## src/rtl/led_pwm_blink_driver.sv

```systemverilog
// LED pin driver behind the GPIO out_port: global PWM brightness, per-LED blink
// masking and optional inversion, with pattern/config changes applied only at frame boundaries.
module led_pwm_blink_driver #(
   parameter int unsigned PRESCALE_DIV = 50,
   parameter int unsigned BLINK_FRAMES = 64
) (
   input  logic        clk,
   input  logic        reset_n,
   input  logic        chipselect,
   input  logic [1:0]  address,
   input  logic        write_n,
   input  logic [31:0] writedata,
   output logic [31:0] readdata,
   input  logic [7:0]  led_in,
   output logic [7:0]  led_out
);

   localparam int unsigned PRE_W = (PRESCALE_DIV > 1) ? $clog2(PRESCALE_DIV) : 1;
   localparam int unsigned BLK_W = (BLINK_FRAMES > 1) ? $clog2(BLINK_FRAMES) : 1;
   localparam logic [PRE_W-1:0] PRE_LAST = PRE_W'(PRESCALE_DIV - 1);
   localparam logic [BLK_W-1:0] BLK_LAST = BLK_W'(BLINK_FRAMES - 1);

   typedef enum logic [1:0] {
      REG_CTRL   = 2'd0,
      REG_BRIGHT = 2'd1,
      REG_MASK   = 2'd2,
      REG_STATUS = 2'd3
   } reg_addr_e;

   typedef struct packed {
      logic inv;
      logic en;
   } ctrl_t;

   ctrl_t            ctrl_q, ctrl_d;
   logic [7:0]       bright_q, bright_d;
   logic [7:0]       mask_q, mask_d;
   logic [PRE_W-1:0] pre_cnt_q, pre_cnt_d;
   logic [7:0]       pwm_cnt_q, pwm_cnt_d;
   logic [BLK_W-1:0] blink_cnt_q, blink_cnt_d;
   logic             blink_phase_q, blink_phase_d;
   logic [7:0]       pat_a_q, pat_a_d;
   logic [7:0]       bright_a_q, bright_a_d;
   logic [7:0]       mask_a_q, mask_a_d;
   logic [7:0]       led_out_q, led_out_d;

   logic             wr_en;
   logic             tick;
   logic             frame_end;
   logic             load_active;
   logic [7:0]       lit;
   logic             pwm_on;
   logic             unused_wdata;

   assign wr_en        = chipselect && !write_n;
   assign unused_wdata = ^writedata[31:8];

   // Counters only run while enabled, so tick/frame_end are quiet when disabled.
   assign tick        = ctrl_q.en && (pre_cnt_q == PRE_LAST);
   assign frame_end   = tick && (pwm_cnt_q == 8'hFF);
   assign load_active = frame_end || !ctrl_q.en;

   // NOTE: every always_comb output gets a default first so no path leaves it unassigned (no latch).
   always_comb begin
      ctrl_d   = ctrl_q;
      bright_d = bright_q;
      mask_d   = mask_q;
      if (wr_en) begin
         case (reg_addr_e'(address))
            REG_CTRL:   ctrl_d   = ctrl_t'(writedata[1:0]);
            REG_BRIGHT: bright_d = writedata[7:0];
            REG_MASK:   mask_d   = writedata[7:0];
            default:    ;
         endcase
      end
   end

   always_comb begin
      pre_cnt_d     = pre_cnt_q;
      pwm_cnt_d     = pwm_cnt_q;
      blink_cnt_d   = blink_cnt_q;
      blink_phase_d = blink_phase_q;
      if (!ctrl_q.en) begin
         pre_cnt_d     = '0;
         pwm_cnt_d     = '0;
         blink_cnt_d   = '0;
         blink_phase_d = 1'b0;
      end else begin
         pre_cnt_d = tick ? '0 : pre_cnt_q + 1'b1;
         if (tick) begin
            pwm_cnt_d = pwm_cnt_q + 8'd1;
         end
         if (frame_end) begin
            if (blink_cnt_q == BLK_LAST) begin
               blink_cnt_d   = '0;
               blink_phase_d = ~blink_phase_q;
            end else begin
               blink_cnt_d = blink_cnt_q + 1'b1;
            end
         end
      end
   end

   // Active copies see the shadow values as they stood before any same-edge write.
   always_comb begin
      pat_a_d    = pat_a_q;
      bright_a_d = bright_a_q;
      mask_a_d   = mask_a_q;
      if (load_active) begin
         pat_a_d    = led_in;
         bright_a_d = bright_q;
         mask_a_d   = mask_q;
      end
   end

   assign lit       = pat_a_q & ~(mask_a_q & {8{blink_phase_q}});
   assign pwm_on    = (pwm_cnt_q < bright_a_q);
   assign led_out_d = (lit & {8{pwm_on && ctrl_q.en}}) ^ {8{ctrl_q.inv}};

   // NOTE: state registers use non-blocking assignments so all flops update from pre-edge values.
   always_ff @(posedge clk or negedge reset_n) begin
      if (!reset_n) begin
         ctrl_q        <= '0;
         bright_q      <= 8'hFF;
         mask_q        <= 8'h00;
         pre_cnt_q     <= '0;
         pwm_cnt_q     <= 8'h00;
         blink_cnt_q   <= '0;
         blink_phase_q <= 1'b0;
         pat_a_q       <= 8'h00;
         bright_a_q    <= 8'hFF;
         mask_a_q      <= 8'h00;
         led_out_q     <= 8'h00;
      end else begin
         ctrl_q        <= ctrl_d;
         bright_q      <= bright_d;
         mask_q        <= mask_d;
         pre_cnt_q     <= pre_cnt_d;
         pwm_cnt_q     <= pwm_cnt_d;
         blink_cnt_q   <= blink_cnt_d;
         blink_phase_q <= blink_phase_d;
         pat_a_q       <= pat_a_d;
         bright_a_q    <= bright_a_d;
         mask_a_q      <= mask_a_d;
         led_out_q     <= led_out_d;
      end
   end

   assign led_out = led_out_q;

   always_comb begin
      readdata = '0;
      case (reg_addr_e'(address))
         REG_CTRL:   readdata[1:0] = ctrl_q;
         REG_BRIGHT: readdata[7:0] = bright_q;
         REG_MASK:   readdata[7:0] = mask_q;
         REG_STATUS: begin
            readdata[15:8] = pwm_cnt_q;
            readdata[0]    = blink_phase_q;
         end
         default:    ;
      endcase
   end

endmodule
```

## config.mk

```make
export PLATFORM = sky130hd
export DESIGN_NAME = led_pwm_blink_driver
export DESIGN_NICKNAME = d
export VERILOG_FILES = /design/src/rtl/led_pwm_blink_driver.sv
export SDC_FILE = /design/constraint.sdc
export NUM_CORES = 1
export LEC_CHECK = 0
export BUFFER_PORTS_ARGS = -buffer_cell sky130_fd_sc_hd__buf_2
export CAP_MARGIN = 20
export CORE_MARGIN = 2
export CORE_UTILIZATION = 35
export DETAILED_ROUTE_END_ITERATION = 8
export GPL_ROUTABILITY_DRIVEN = 1
export PLACE_DENSITY_LB_ADDON = 0.15
export SETUP_SLACK_MARGIN = 0.15
export SYNTH_ARGS = -nofsm -noshare
export SYNTH_HDL_FRONTEND = slang
export SYNTH_SLANG_ARGS = --single-unit
```

## constraint.sdc

```tcl
create_clock -name clk -period 2.2 [get_ports clk]
set_input_delay 0.11 -clock clk [delete_from_list [all_inputs] [get_ports clk]]
set_output_delay 0.11 -clock clk [all_outputs]
set_load 0.02 [all_outputs]
```

==> flow_summary.yaml, run 1 <==
run_status:
  status: "complete, no violations"
min_path:
  hold_class: "in2reg"
  whs_endpoint: "bright_q[6]$_DFFE_PN1P_"
  worstHoldPathCells: 2
  min_from: "writedata[6]"
clocking:
  cts.sinks: 71
  ctsHtreeMaxLevel: 3
  clkSlewWorstSetupHoldPaths_ps: 80
  clk_path_buf_depth: 2
  cts_tree: "built"
  root_buffer: "clkbuf_8"
  cts_buffers: 9
  insertion_delay_ps: 350
yosys:
  ys_ff_latch: 71
  yosysUniqueCellTypes: 43
  synthArstFlopShare_pct: 100
  ys_seq_area_share_pct: 50.1
  ys.flop_type: "dfrtp_1"
  synth_top_area_share_pct: 38.3
  avgSynthCellArea_um2: 11.3
  yosysWarningCount: 0
  mappedNetlistArea_um2: 3590
  synthTopCellsByCount: "55 x dfrtp_1, 42 x mux2_2, 32 x nand2_1"
  synth.most_common_cell: "dfrtp_1"
  yosysTopAreaCell: "dfrtp_1"
  synth_edf_count: 0
  syn_inst: 319
  synth_area_leaders: "dfrtp_1 38%, mux2_2 13%, dfstp_2 12%"
timing:
  final-hold-violation-count: 0
  rsz0062_at_grt: "true"
  period_share_pct: 95.4
  maxSlewHeadroom_pct: 50.2
  setup_viol: 0
  fmax_mhz: 476
  finalSetupTns_ps: 0
  drv_slew: 0
  tightest_slew_ps: 747
  layout_min_cycle_time_ps: 2100
  finClkSkew_ps: 13.6
routing:
  routed_wl_um: 8160
  ant_nets: 0
  first_pass_iters: 4
  drt_iter0_drc: 71
  drc: 0
  wl_per_cell_um: 15.2
  via_per_inst: 4.76
  vias: 2552
setup_path:
  rr_endpoint: "mask_a_q[0]$_DFFE_PN0P_"
  crit_path_end_kind: "register"
  cp-start-kind: "register"
  regToRegStartpoint: "pre_cnt_q[2]$_DFF_PN0_"
  r2r_cells: 5
  critical_path_class: "reg2reg"
  crit_fanout: 9
  reg2reg_slack_ps: 100
  arrival_ps: 2340
  crit_required_ps: 2440
cells_and_area:
  num_antenna_cells: 0
  fill_cells: 975
  multi_input_area_um2: 1690
  utilization_pct: 45.5
  fin_nets: 460
  fin_area_um2: 4490
  regArea_um2: 1800
  area_growth_pct: 25.0
  drive_gt1_share_pct: 38.7
job:
  drv_cap: 0
place:
  io_buffers: 45
  place_area_um2: 4000
  globalplace.congestion: 0.754
  place_hpwl_um: 5500
global_routing:
  grt_pass1_wl_um: 13300
  grt_pass1_vias: 2636
  grt.total_usage_pct: 15.4
  antenna_found_initial: 0
  grt_max_degree: 35
  gr-total-overflow: 0
die:
  fp.coreArea_um2: 9860
  row_count: 36
  die-area_um2: 11100
  io_pins: 86
  start_util_pct: 36.4
  die_width_um: 105
  die_y_um: 105
power_and_ir_drop:
  leakagePower_nw: 2.03
  ir_drop_mv: 0.401
  power.density_nw_per_um2: 901
## kinds of logic after synthesis
logic type	after synthesis	share of synthesized area (%)
muxes	44	13.7
and+or+nand+nor	91	12.5
other	1	0.104
AOI/OAI and AO/OA	37	7.01
DFF	71	50.1
adders and majority gates	16	5.58
xor gates and xnor gates	18	4.39
buffers and inverters	41	6.59
## power breakdown
group	switching (mW)	leakage [nW]	internal (mW)
Combinational	0.561	1.07	0.516
Sequential	0.189	0.864	1.68
Clock	0.538	0.0993	0.561
## how the worst max path moves through the flow
| stage | end | startpoint | depth (start not counted) | slack (ps) |
|---|---|---|---|---|
| 5_1_grt | blink_cnt_q[0]$_DFFE_PN0P_ | pre_cnt_q[2]$_DFF_PN0_ | 5 | 30 |
| 3_3_place_gp | blink_cnt_q[0]$_DFFE_PN0P_ | pre_cnt_q[2]$_DFF_PN0_ | 5 | 110 |
| 6_report | mask_a_q[0]$_DFFE_PN0P_ | pre_cnt_q[2]$_DFF_PN0_ | 5 | 100 |
| 3_5_place_dp | blink_cnt_q[0]$_DFFE_PN0P_ | pre_cnt_q[2]$_DFF_PN0_ | 5 | 80 |
| 4_1_cts | pat_a_q[4]$_DFFE_PN0P_ | pre_cnt_q[2]$_DFF_PN0_ | 5 | 90 |
| 2_1_floorplan | pat_a_q[0]$_DFFE_PN0P_ | pre_cnt_q[2]$_DFF_PN0_ | 6 | 50 |
## placed cells by master (no fill, tap or decap), types with 3 or more instances in the layout
master         Yosys  routed
o21ai_1            2       4
conb_1             1      16
and2_1             8       8
buf_2              0      45
a22oi_1            6       6
mux2_2            42      42
a211oi_2           0       7
buf_4             18      15
nand2_1           32      32
a21oi_1            8       7
xnor2_1            8       8
nand3_1            7       7
nor3_1             4       4
ha_1              16      15
xor2_1            10      10
inv_1             15      15
dfrtp_1           55      55
nor2b_1            7       7
clkbuf_8           0      10
dlygate4sd3_1      0      14
dfstp_2           16      16
buf_12             0       3
nor2_1            17      17
## worst max-delay path, cell delays in order (launching register included)
cell	delay, ps
dfrtp_1	390
or3b_4	410
or4_4	590
nand2_4	130
buf_12	140
mux2_2	330
## repair_timing
| item | CTS | global route |
|---|---|---|
| hold endpoints to repair | 42 | 0 |
| gates resized for setup | 3 | 15 |
| pin swaps | 3 | 2 |
| endpoints found under the setup margin | 28 | 38 |
| cloned | 0 | 1 |
| hold buffers | 14 | 0 |
| buffers inserted | 3 | 3 |
## cell type report
type                       instances  area share (%)
timing repair buffer              79            12.8
clock buffer                      10            3.07
clock inverter                     6            1.51
tap                              133            3.71
inverter                          15            1.26
multi-input combinational        222            37.6
sequential                        71            40.1
## routing by layer
layer | track usage (%) | vias up | part of all wire [%]
li1 | - | 1223 | -
met1 | 20.9 | 1275 | 49
met2 | 24.5 | 47 | 47
met3 | 2.84 | 7 | 3.2
met4 | 5.71 | 0 | 1.3
met5 | 0 | - | 0
## sequential cells by signal, summed over array words and instances, names as in the netlist, 6 cells and up
register     cells
blink_cnt_q      6
bright_a_q       8
bright_q         8
led_out          8
mask_a_q         8
mask_q           8
pat_a_q          8
pre_cnt_q        6
pwm_cnt_q        8
## per-stage QoR
stage | std cells | total power, mW | worst slack, ps | hold slack (ps)
final | 536 | 4.04 | 101 | 19.3
after global routing | 536 | 4.29 | 27.4 | 2.34
after CTS | 532 | 3.98 | 87.0 | 0.112
after detailed placement | 499 | 2.85 | 81.1 | 220
after global placement | 499 | 2.82 | 110 | 216
after floorplan | 334 | 2.52 | 48.4 | -186
Power figures use the tool's default switching activity.
==> inputs of run 2 (changes only) <==
--- a/config.mk
+++ b/config.mk
@@ -11,7 +11,7 @@
 export CORE_UTILIZATION = 35
 export DETAILED_ROUTE_END_ITERATION = 8
 export GPL_ROUTABILITY_DRIVEN = 1
-export PLACE_DENSITY_LB_ADDON = 0.15
+export PLACE_DENSITY = 0.59
 export SETUP_SLACK_MARGIN = 0.15
 export SYNTH_ARGS = -nofsm -noshare
 export SYNTH_HDL_FRONTEND = slang
==> flow_summary.yaml, run 2 (synthesis gave the netlist of run 1 again) <==
run_status:
  status: "complete, no violations"
die:
  row_count: 36
  fp.coreArea_um2: 9860
  start_util_pct: 36.4
  io_pins: 86
  die_y_um: 105
  die-area_um2: 11100
  die_width_um: 105
cells_and_area:
  regArea_um2: 1800
  multi_input_area_um2: 1790
  fill_cells: 891
  drive_gt1_share_pct: 39.3
  fin_nets: 459
  layout_commonest_cell: "dfrtp_1"
  utilization_pct: 46.7
  final_cell_mix: "54 x dfrtp_1, 45 x buf_2, 32 x nand2_1, 24 x mux2_4, 18 x mux2_2"
  fin_area_um2: 4610
  num_antenna_cells: 0
  area_growth_pct: 28.3
routing:
  ant_nets: 0
  drc: 0
  drt_iter0_drc: 113
  routed_wl_um: 8220
  first_pass_iters: 5
  via_per_inst: 4.81
  vias: 2572
  wl_per_cell_um: 15.4
clocking:
  clk_path_buf_depth: 2
  ctsHtreeMaxLevel: 3
  cts.sinks: 71
  cts_buffers: 9
  insertion_delay_ps: 350
  cts_tree: "built"
  clkSlewWorstSetupHoldPaths_ps: 80
  root_buffer: "clkbuf_8"
place:
  place_area_um2: 4000
  place_hpwl_um: 5430
  globalplace.congestion: 0.795
  io_buffers: 45
job:
  drv_cap: 0
min_path:
  min_from: "writedata[2]"
  whs_endpoint: "bright_q[2]$_DFFE_PN1P_"
  worstHoldPathCells: 2
  hold_class: "in2reg"
global_routing:
  antenna_found_initial: 0
  grt.total_usage_pct: 15.1
  grt_pass1_vias: 2485
  gr-total-overflow: 0
  grt_pass1_wl_um: 12800
  grt_max_degree: 35
timing:
  rsz0062_at_grt: "true"
  finalSetupTns_ps: 0
  drv_slew: 0
  final-hold-violation-count: 0
  tightest_slew_ps: 603
  setup_viol: 0
  maxSlewHeadroom_pct: 59.8
  layout_min_cycle_time_ps: 2100
  finClkSkew_ps: 10.2
  period_share_pct: 95.3
  fmax_mhz: 477
setup_path:
  rr_endpoint: "pat_a_q[5]$_DFFE_PN0P_"
  crit_path_end_kind: "register"
  r2r_cells: 7
  crit_fanout: 5
  arrival_ps: 2340
  crit_required_ps: 2440
  critical_path_class: "reg2reg"
  regToRegStartpoint: "pre_cnt_q[1]$_DFF_PN0_"
  cp-start-kind: "register"
  reg2reg_slack_ps: 100
power_and_ir_drop:
  power.density_nw_per_um2: 905
  leakagePower_nw: 2.14
  p_sw_mw: 1.31
  ir_drop_mv: 0.306
  switching_share_pct: 31.4
  p_comb_share_pct: 28.8
  power.internal_mw: 2.86
  clkPwrFrac_pct: 25.8
  seqPwrFrac_pct: 45.4
-- run 2: cell types whose count changed in the layout (fill, tap and decap cells not counted), sizes merged --
cell	before	now
buf	64	63
-- run 2: stage by stage --
stage	setup slack (ps)	hold slack, ps	std cells	total power [mW]
finish	104	7.41	535	4.17
global route	28.3	0.316	535	4.40
CTS	87.8	0.401	530	4.07
detailed placement	74.2	145	499	2.85
global placement	102	146	499	2.82
floorplan	48.4	-186	334	2.52
-- run 2: what timing repair did --
| action | in CTS | in global routing |
|---|---|---|
| endpoints found under the hold margin | 27 | 5 |
| pin swaps | 3 | 4 |
| gates resized for setup | 19 | 27 |
| buffers inserted | 3 | 1 |
| gates cloned | 1 | 1 |
| hold buffers | 11 | 3 |
| setup endpoints to repair | 28 | 37 |
-- run 2: worst max-delay path, cell delays in order (launching register included) --
cell and delay [ps]:
dfrtp_1 400, inv_2 70, ha_4 120, nand4_1 150, or4_4 640, nand2_8 140, clkbuf_16 170, mux2_4 300
-- run 2: power by group through the flow --
stage                     Sequential (mW)  Clock [mW]  Combinational (mW)
after floorplan                      1.90           0               0.622
after global placement               1.89           0               0.932
after detailed placement             1.90           0               0.956
after CTS                            1.88        1.11                1.08
after global routing                 1.94        1.16                1.29
final                                1.89        1.08                1.20
-- run 2: area by class of cell --
class / instances / area share [%]
clock inverters: 6 / 1.47
multi-input cells: 222 / 38.9
repair buffers: 78 / 12.7
well taps: 133 / 3.61
clock buffers: 10 / 2.99
flip-flops and latches: 71 / 39.0
inverters: 15 / 1.22
-- run 2: metal layers --
metal	GRT usage, %	routed length (um)	vias up
met4	4.86	118	0
met3	3.96	403	9
li1	-	-	1220
met1	20.3	3770	1272
met5	0	0	-
met2	23.6	3930	71
-- run 2: worst max-delay path by stage --
stage / slack, ps / from / to / cells past startpoint
2_1_floorplan: 50 / pre_cnt_q[2]$_DFF_PN0_ / pat_a_q[0]$_DFFE_PN0P_ / 6
3_3_place_gp: 100 / pre_cnt_q[3]$_DFF_PN0_ / blink_cnt_q[0]$_DFFE_PN0P_ / 5
3_5_place_dp: 70 / pre_cnt_q[3]$_DFF_PN0_ / blink_cnt_q[0]$_DFFE_PN0P_ / 5
4_1_cts: 90 / pre_cnt_q[2]$_DFF_PN0_ / mask_a_q[1]$_DFFE_PN0P_ / 5
5_1_grt: 30 / pre_cnt_q[1]$_DFF_PN0_ / blink_cnt_q[5]$_DFFE_PN0P_ / 7
6_report: 100 / pre_cnt_q[1]$_DFF_PN0_ / pat_a_q[5]$_DFFE_PN0P_ / 7
==> inputs of run 3 (changes only) <==
--- a/config.mk
+++ b/config.mk
@@ -7,11 +7,13 @@
 export LEC_CHECK = 0
 export BUFFER_PORTS_ARGS = -buffer_cell sky130_fd_sc_hd__buf_2
 export CAP_MARGIN = 20
+export CELL_PAD_IN_SITES_DETAIL_PLACEMENT = 0
+export CELL_PAD_IN_SITES_GLOBAL_PLACEMENT = 1
 export CORE_MARGIN = 2
 export CORE_UTILIZATION = 35
 export DETAILED_ROUTE_END_ITERATION = 8
 export GPL_ROUTABILITY_DRIVEN = 1
-export PLACE_DENSITY = 0.59
+export PLACE_DENSITY = 0.72
 export SETUP_SLACK_MARGIN = 0.15
 export SYNTH_ARGS = -nofsm -noshare
 export SYNTH_HDL_FRONTEND = slang
==> flow_summary.yaml, run 3 (synthesis gave the netlist of run 1 again) <==
die:
  io_pins: 86
  die-area_um2: 11100
  start_util_pct: 36.4
  die_width_um: 105
  die_y_um: 105
  fp.coreArea_um2: 9860
  row_count: 36
global_routing:
  grt_pass1_vias: 2496
  gr-total-overflow: 0
  grt_pass1_wl_um: 12400
  grt_max_degree: 72
  grt.total_usage_pct: 14.4
  use_met2_pct: 24.1
  grt-busiest-layer: "met2"
  gr-usage-met1_pct: 18.2
  antenna_found_initial: 0
  use_met3_pct: 2.66
clocking:
  clk_path_buf_depth: 2
  ctsHtreeMaxLevel: 3
  cts.sinks: 71
  clkSlewWorstSetupHoldPaths_ps: 80
  cts_buffers: 9
  root_buffer: "clkbuf_8"
  cts_tree: "built"
  insertion_delay_ps: 350
setup_path:
  rr_endpoint: "mask_a_q[3]$_DFFE_PN0P_"
  r2r_cells: 6
  crit_required_ps: 2430
  regToRegStartpoint: "pre_cnt_q[1]$_DFF_PN0_"
  crit_fanout: 24
  crit_path_end_kind: "register"
  cp-start-kind: "register"
  critical_path_class: "reg2reg"
  reg2reg_slack_ps: 100
  arrival_ps: 2330
cells_and_area:
  area_growth_pct: 21.9
  regArea_um2: 1800
  utilization_pct: 44.4
  layout_commonest_cell: "dfrtp_1"
  fin_nets: 451
  fill_cells: 961
  multi_input_area_um2: 1710
  drive_gt1_share_pct: 39.3
  num_antenna_cells: 0
  final_cell_mix: "55 x dfrtp_1, 45 x buf_2, 42 x mux2_2, 32 x nand2_1, 17 x nor2_1"
  fin_area_um2: 4380
timing:
  setup_viol: 0
  worst_slack_ps: 100
  final-hold-violation-count: 0
  period_share_pct: 95.4
  maxSlewHeadroom_pct: 65.9
  finalSetupTns_ps: 0
  finClkSkew_ps: 12.3
  fin_hold_ws_ps: 15.3
  layout_min_cycle_time_ps: 2100
  tightest_slew_ps: 512
  fmax_mhz: 476
  drv_slew: 0
  rsz0062_at_grt: "true"
routing:
  drt_iter0_drc: 53
  routed_wl_um: 7490
  first_pass_iters: 4
  vias: 2513
  via_per_inst: 4.77
  wl_per_cell_um: 14.2
  ant_nets: 0
  drc: 0
min_path:
  worstHoldPathCells: 2
  min_from: "writedata[5]"
  hold_class: "in2reg"
  whs_endpoint: "mask_q[5]$_DFFE_PN0P_"
job:
  drv_cap: 0
run_status:
  status: "complete, no violations"
place:
  place_area_um2: 3970
  place_worst_setup_slack_ps: 1.16
  io_buffers: 45
  globalplace.congestion: 0.737
  place_hpwl_um: 5150
power_and_ir_drop:
  leakagePower_nw: 1.98
  power.density_nw_per_um2: 883
  ir_drop_mv: 0.294
[run 3: worst max-delay path by stage]
stage / from / end / slack (ps)
global route: pre_cnt_q[1]$_DFF_PN0_ / mask_a_q[3]$_DFFE_PN0P_ / 20
finish: pre_cnt_q[1]$_DFF_PN0_ / mask_a_q[3]$_DFFE_PN0P_ / 100
CTS: pre_cnt_q[2]$_DFF_PN0_ / blink_cnt_q[5]$_DFFE_PN0P_ / 60
global placement: pre_cnt_q[2]$_DFF_PN0_ / pat_a_q[5]$_DFFE_PN0P_ / 20
detailed placement: pre_cnt_q[2]$_DFF_PN0_ / pat_a_q[4]$_DFFE_PN0P_ / 1
floorplan: pre_cnt_q[2]$_DFF_PN0_ / pat_a_q[0]$_DFFE_PN0P_ / 50
[run 3: cell type report]
class	count	share of cell area, %
clock buffers	9	2.83
clock inverters	7	1.69
inverters	15	1.29
multi-input cells	222	39.0
flip-flops and latches	71	41.1
well taps	133	3.80
repair buffers	70	10.3
[run 3: timing repair]
action,in CTS,in global routing
gates cloned,0,0
pin swaps,2,6
buffers inserted,4,0
gates resized for setup,3,18
setup endpoints to repair,26,37
hold endpoints to repair,63,0
hold buffers,9,0
[run 3: metal layers]
layer,wire (um),vias to the layer above
li1,-,1213
met3,228,7
met2,3700,43
met4,81,0
met1,3470,1250
met5,0,-
[run 3: where the power goes]
part	total, mW	internal (mW)	switching (mW)
clock	1.04	0.525	0.511
sequential	1.87	1.68	0.190
combinational	0.964	0.445	0.519
total	3.87	2.65	1.22
[run 3: critical path, cell delays in order (launching register included)]
cell	delay [ps]
dfrtp_1	400
inv_1	60
ha_2	170
nand4_1	130
or4_4	640
nand2_8	210
mux2_2	370
[run 3: through the flow]
step | power (mW) | std cells
global route | 4.11 | 527
finish | 3.87 | 527
floorplan | 2.52 | 334
CTS | 3.86 | 527
detailed placement | 2.80 | 498
global placement | 2.78 | 498
